## config.mk

```make
export PLATFORM = sky130hd
export DESIGN_NAME = lbist_ctrl
export DESIGN_NICKNAME = d
export VERILOG_FILES = /design/src/rtl/lbist_pkg.sv /design/src/rtl/lbist_misr.sv /design/src/rtl/lbist_ctrl.sv
export SDC_FILE = /design/constraint.sdc
export NUM_CORES = 1
export LEC_CHECK = 0
export BUFFER_PORTS_ARGS = -buffer_cell sky130_fd_sc_hd__buf_2
export CAP_MARGIN = 20
export CORE_ASPECT_RATIO = 1.2
export CORE_UTILIZATION = 35
export DETAILED_ROUTE_END_ITERATION = 10
export GPL_TIMING_DRIVEN = 0
export REMOVE_ABC_BUFFERS = 1
export SYNTH_ARGS = -nofsm -noshare
export SYNTH_HDL_FRONTEND = slang
export SYNTH_HIERARCHICAL = 1
export SYNTH_SLANG_ARGS = --single-unit
```

## constraint.sdc

```tcl
create_clock -name clk -period 2.5 [get_ports clk]
set_input_delay 0.5 -clock clk [delete_from_list [all_inputs] [get_ports clk]]
set_output_delay 0.5 -clock clk [all_outputs]
set_load 0.005 [all_outputs]
```

## src/rtl/lbist_pkg.sv

```systemverilog
// Types and constants shared by the logic-BIST controller and its signature compactor.
package lbist_pkg;

  typedef enum logic [2:0] {
    ST_IDLE,
    ST_LOAD,
    ST_APPLY,
    ST_CAPTURE,
    ST_COMPARE,
    ST_DONE
  } lbist_state_e;

  localparam logic [15:0] MISR_POLY_DEF = 16'h1021;
  localparam int unsigned SETTLE_MIN    = 1;

endpackage

```

## src/rtl/lbist_misr.sv

```systemverilog
// Multiple-input signature register compacting CUT responses, one shift per enabled cycle.
module lbist_misr #(
  parameter int unsigned           RESP_W    = 16,
  parameter logic [RESP_W-1:0]     MISR_POLY = RESP_W'(16'h1021)
) (
  input  logic              clk,
  input  logic              reset,
  input  logic              clr,
  input  logic              en,
  input  logic [RESP_W-1:0] din,
  output logic [RESP_W-1:0] sig
);

  logic [RESP_W-1:0] sig_q;
  logic [RESP_W-1:0] sig_d;

  // Shift left, fold in the response, apply feedback when the MSB falls out.
  always_comb begin
    sig_d = sig_q;
    if (clr) begin
      sig_d = '0;
    end else if (en) begin
      sig_d = {sig_q[RESP_W-2:0], 1'b0} ^ din ^ (sig_q[RESP_W-1] ? MISR_POLY : '0);
    end
  end

  always_ff @(posedge clk or posedge reset) begin
    if (reset) sig_q <= '0;
    else       sig_q <= sig_d;
  end

  assign sig = sig_q;

endmodule

```

## src/rtl/lbist_ctrl.sv

```systemverilog
// Logic-BIST session sequencer: seeds/steps the pattern generator, compacts responses,
// and checks the final signature against a golden value.
module lbist_ctrl
  import lbist_pkg::*;
#(
  parameter int unsigned       PAT_W     = 16,
  parameter int unsigned       RESP_W    = 16,
  parameter int unsigned       CNT_W     = 16,
  parameter int unsigned       SETTLE    = 2,
  parameter logic [RESP_W-1:0] MISR_POLY = RESP_W'(MISR_POLY_DEF)
) (
  input  logic              clk,
  input  logic              reset,
  input  logic              start,
  input  logic              abort,
  input  logic [PAT_W-1:0]  seed,
  input  logic [CNT_W-1:0]  num_patterns,
  input  logic [RESP_W-1:0] golden,
  input  logic [RESP_W-1:0] cut_resp,
  output logic [PAT_W-1:0]  gen_seed,
  output logic              gen_load,
  output logic              gen_step,
  output logic              pattern_valid,
  output logic              busy,
  output logic              done,
  output logic              pass,
  output logic [RESP_W-1:0] signature,
  output logic [CNT_W-1:0]  pattern_count
);

  localparam int unsigned SET_W = (SETTLE > 1) ? $clog2(SETTLE) : 1;

  if (SETTLE < SETTLE_MIN) begin : g_bad_settle
    $error("lbist_ctrl: SETTLE must be at least 1");
  end

  lbist_state_e      state_q, state_d;
  logic [SET_W-1:0]  settle_q, settle_d;
  logic [CNT_W-1:0]  cnt_q, cnt_d;
  logic [CNT_W-1:0]  npat_q, npat_d;
  logic [RESP_W-1:0] golden_q, golden_d;
  logic [PAT_W-1:0]  seed_q, seed_d;
  logic              pass_q, pass_d;
  logic              gen_load_q, gen_load_d;
  logic              gen_step_q, gen_step_d;
  logic              pvalid_q, pvalid_d;
  logic              busy_q, busy_d;
  logic              done_q, done_d;
  logic              misr_clr, misr_en;
  logic [CNT_W-1:0]  cnt_inc;
  logic [RESP_W-1:0] sig;

  assign cnt_inc = cnt_q + CNT_W'(1);

  // Next-state, datapath updates and registered-output decode.
  always_comb begin
    state_d    = state_q;
    settle_d   = settle_q;
    cnt_d      = cnt_q;
    npat_d     = npat_q;
    golden_d   = golden_q;
    seed_d     = seed_q;
    pass_d     = pass_q;
    misr_clr   = 1'b0;
    misr_en    = 1'b0;

    case (state_q)
      ST_IDLE, ST_DONE: begin
        if (start) begin
          seed_d   = seed;
          npat_d   = num_patterns;
          golden_d = golden;
          cnt_d    = '0;
          pass_d   = 1'b0;
          misr_clr = 1'b1;
          state_d  = ST_LOAD;
        end
      end
      ST_LOAD: begin
        settle_d = '0;
        state_d  = (npat_q == '0) ? ST_COMPARE : ST_APPLY;
      end
      ST_APPLY: begin
        if (settle_q == SET_W'(SETTLE - 1)) state_d = ST_CAPTURE;
        else                                settle_d = settle_q + SET_W'(1);
      end
      ST_CAPTURE: begin
        misr_en  = 1'b1;
        cnt_d    = cnt_inc;
        settle_d = '0;
        state_d  = (cnt_inc == npat_q) ? ST_COMPARE : ST_APPLY;
      end
      ST_COMPARE: begin
        pass_d  = (sig == golden_q);
        state_d = ST_DONE;
      end
      default: state_d = ST_IDLE;
    endcase

    // Abort wins over everything, including a same-cycle start; results are frozen.
    if (abort) begin
      state_d  = ST_IDLE;
      settle_d = '0;
      cnt_d    = cnt_q;
      npat_d   = npat_q;
      golden_d = golden_q;
      seed_d   = '0;
      pass_d   = 1'b0;
      misr_clr = 1'b0;
      misr_en  = 1'b0;
    end

    gen_load_d = (state_d == ST_LOAD);
    gen_step_d = (state_d == ST_CAPTURE);
    pvalid_d   = (state_d == ST_APPLY) || (state_d == ST_CAPTURE);
    busy_d     = (state_d == ST_LOAD) || (state_d == ST_APPLY) ||
                 (state_d == ST_CAPTURE) || (state_d == ST_COMPARE);
    done_d     = (state_d == ST_DONE);
  end

  always_ff @(posedge clk or posedge reset) begin
    if (reset) begin
      state_q    <= ST_IDLE;
      settle_q   <= '0;
      cnt_q      <= '0;
      npat_q     <= '0;
      golden_q   <= '0;
      seed_q     <= '0;
      pass_q     <= 1'b0;
      gen_load_q <= 1'b0;
      gen_step_q <= 1'b0;
      pvalid_q   <= 1'b0;
      busy_q     <= 1'b0;
      done_q     <= 1'b0;
    end else begin
      state_q    <= state_d;
      settle_q   <= settle_d;
      cnt_q      <= cnt_d;
      npat_q     <= npat_d;
      golden_q   <= golden_d;
      seed_q     <= seed_d;
      pass_q     <= pass_d;
      gen_load_q <= gen_load_d;
      gen_step_q <= gen_step_d;
      pvalid_q   <= pvalid_d;
      busy_q     <= busy_d;
      done_q     <= done_d;
    end
  end

  lbist_misr #(
    .RESP_W    (RESP_W),
    .MISR_POLY (MISR_POLY)
  ) u_misr (
    .clk   (clk),
    .reset (reset),
    .clr   (misr_clr),
    .en    (misr_en),
    .din   (cut_resp),
    .sig   (sig)
  );

  assign gen_seed      = seed_q;
  assign gen_load      = gen_load_q;
  assign gen_step      = gen_step_q;
  assign pattern_valid = pvalid_q;
  assign busy          = busy_q;
  assign done          = done_q;
  assign pass          = pass_q;
  assign signature     = sig;
  assign pattern_count = cnt_q;

endmodule

```

==> impl_metrics.tcl <==
set metrics [dict create \
    cts_tree "built" \
    synthXorXnorAreaFrac 0.112 \
    crit_end "pattern_valid" \
    core_area_mm2 0.0128 \
    io_buffers 121 \
    num_vias 3633 \
    antenna_left 0 \
    worst_pin_slew_ns 0.684 \
    intPower_mw 2.91 \
    min_period_ns 2.34 \
    final_common_cell "buf_2" \
    htreeDepth 3 \
    dp_cells 686 \
    crit_family "simple AND/OR/NAND/NOR gates" \
    timing.fmax_mhz 428 \
    cts_sinks 90 \
    die_x_um 107 \
    critPathLaunchType "flop" \
    dieArea_mm2 0.0138 \
    ys_seq_elements 90 \
    drv_slew 0 \
    power.share.switching 0.267 \
    timing.critical_path.buf_inv 0 \
    clock_latency_ns 0.34 \
    ys_warn_count 6 \
    reg2reg_slack_ns 0.16 \
    post-route-util 0.452 \
    grt_max_degree 40 \
    antenna_found_initial 0 \
    hpwl_um 7790 \
    seqPwrFrac 0.452 \
    final_nets 614 \
    synth_edf_count 0 \
    grtUsageTotal 0.175 \
    synth_flop_cell "dfrtp_1" \
    routed_via_density 5.09 \
    cts_buffers 9 \
    yosys.area_share.simple 0.147 \
    synth_area_leaders "dfrtp_1 48%, mux2_2 7.7%, xnor2_1 6.4%" \
    rr_worst_depth 7 \
    instances_no_fill 714 \
    pwr-share-clk 0.379 \
    cp_max_fo 8 \
    first_iter_violations 96 \
    grt_pass1_wl_um 18200 \
    min_path_type "input pin to asynchronous set/reset pin" \
    status "finished, final reports clean" \
    hold_viol 0 \
    place_area_mm2 0.00534 \
    leakagePower_nw 2.73 \
    clock-root-buffer "clkbuf_16" \
    netlist_instances 427 \
    die_y_um 128 \
    synthMuxAreaShare 0.116 \
    layout_common_cells "121 x buf_2, 90 x dfrtp_1, 52 x nor2_1" \
    worstReg2RegEnd "pattern_valid" \
    cp.depth 7 \
    gp_congestion 0.846 \
    pwr_density_cell_mw_per_mm2 685 \
    fin_total_pwr_mw 3.97 \
    ys_seq_area_frac 0.484 \
    clockBufferDepth 2 \
    drive_above_1_share 0.356 \
    max_stage_delay_ns 0.50 \
    r2r-start "pattern_count[0]" \
    yosys.cell_types.count 48 \
    seqCellArea_mm2 0.00225 \
    hold_buffers 0 \
    arrival_ns 2.57 \
    multiInputGateArea_mm2 0.00225 \
    synthesis.area_mm2 0.00466 \
    syn_area_per_cell_um2 10.9 \
    setup_viol 0 \
    end_kind "flop" \
    ir_drop_mv 0.386 \
    rows 45 \
    area_growth_syn_to_layout_pct 24.5 \
    antennaDiodeCount 0 \
    finClkSkew_ns 0.00800 \
    combPwrFrac 0.169 \
    wl_per_cell_um 16.1 \
    worstSetupPathType "flop to flop" \
    worstPathCellList "ha_1, nand3_1, nor4_4, xnor2_1, nor2_1, nand4_2, o31a_1" \
    relSlewSlack 0.544 \
    pin_count 122 \
    synth_adder_area_share 0.00269 \
    grt_pass1_vias 3527 \
    design_area_mm2 0.00580 \
    crit_path_start "pattern_count[0]" \
    maxCapViolCount 0 \
    fillers 1245 \
    grt_overflow 0 \
    synth-compound-area-share 0.0967 \
    dr.pass1.iters 4 \
    synth_top_area_share 0.484 \
    rsz0062_at_grt "false" \
    crit_required_ns 2.73 \
    min_period_over_period 0.935 \
    clkTransAtPathRegs_ns 0.07 \
    routed_wl_um 11500 \
    async_flop_share 1.00 \
    p_sw_mw 1.06 \
    synth.largest_area_cell "dfrtp_1" \
    crit_slowest_cell "dfrtp_1" \
    initial_utilization 0.363 \
    synth_top_family_by_area "simple AND/OR/NAND/NOR gates" \
    drc_errors 0 \
]
power groups by stage:
stage	logic [mW]	registers [mW]	clock network, mW
final	0.672	1.80	1.51
after global routing	0.750	1.82	1.59
after CTS	0.673	1.80	1.54
after detailed placement	0.651	1.82	0
after global placement	0.629	1.81	0
after floorplan	0.453	1.78	0
per-stage QoR:
step / hold slack [ns] / TNS [ns] / setup slack [ns]
4_1_cts: 0.208 / 0 / 0.0690
5_1_grt: 0.238 / 0 / 0.0111
6_report: 0.199 / 0 / 0.161
3_5_place_dp: 0.509 / -36.85 / -1.27
2_1_floorplan: 0.414 / -1.04 / -0.100
3_3_place_gp: 0.499 / -115.31 / -1.48
per-layer routing:
layer	global-route usage	up-vias	share of wire
met5	0	-	0
met4	0.0685	0	0.014
met3	0.0380	9	0.064
met2	0.287	117	0.49
met1	0.225	1769	0.43
li1	-	1738	-
kinds of logic (layout without fill, tap and decap cells):
logic type / Yosys count / count (layout)
buf+inv: 32 / 153
xor+xnor: 56 / 56
compound gates: 67 / 67
flops: 90 / 90
fa+ha+maj: 1 / 1
simple gates: 131 / 133
mux: 50 / 50
final cells by class:
class | count | share of cell area
clock buffer | 10 | 0.0412
tap | 164 | 0.0354
inverter | 4 | 0.00367
multi-input combinational | 307 | 0.387
timing repair buffer | 133 | 0.128
sequential | 90 | 0.388
clock inverter | 6 | 0.0162
how the worst min path moves through the flow:
stage,slack (ns),to,depth (start not counted),from
after detailed placement,0.51,gen_seed[3],2,gen_seed[3]
after global placement,0.50,gen_seed[13],2,gen_seed[13]
after global routing,0.24,golden_q[5],2,reset
final,0.20,golden_q[1],2,reset
after CTS,0.21,golden_q[1],2,reset
after floorplan,0.41,u_misr/sig[0],1,reset
cell usage after synthesis, types with 7 or more instances:
cell and n:
dfrtp_1 90, xor2_1 20, xnor2_1 34, nor2_1 54, o21ai_0 14, mux2_2 32, buf_4 10, o31ai_1 7
nand4_1 9, clkbuf_1 8, nor4_1 8, mux2i_1 18, a211oi_1 15, nand2_1 19, o21ai_1 10
sequential cells by signal, indices dropped and copies added (netlist names):
| register | count |
|---|---|
| gen_seed | 16 |
| golden_q | 16 |
| npat_q | 16 |
| pattern_count | 16 |
| u_misr/sig | 16 |
| state_q | 3 |
| busy | 1 |
| done | 1 |
| gen_load | 1 |
| gen_step | 1 |
| pass | 1 |
| pattern_valid | 1 |
| settle_q | 1 |
worst register-to-register path: cells and delay by family (launching register included):
kind | cells | cell delay [ns]
and+or+nand+nor | 4 | 1.00
DFF | 1 | 0.50
AOI/OAI and AO/OA | 1 | 0.31
adders and majority gates | 1 | 0.30
xor gates and xnor gates | 1 | 0.11
timing repair:
item | in CTS | in global routing
setup endpoints to repair | 65 | 14
cloned | 2 | 0
gates resized for setup | 6 | 1
pin swaps | 3 | 1
setup buffers | 5 | 5
(Power assumes the default switching activity.)
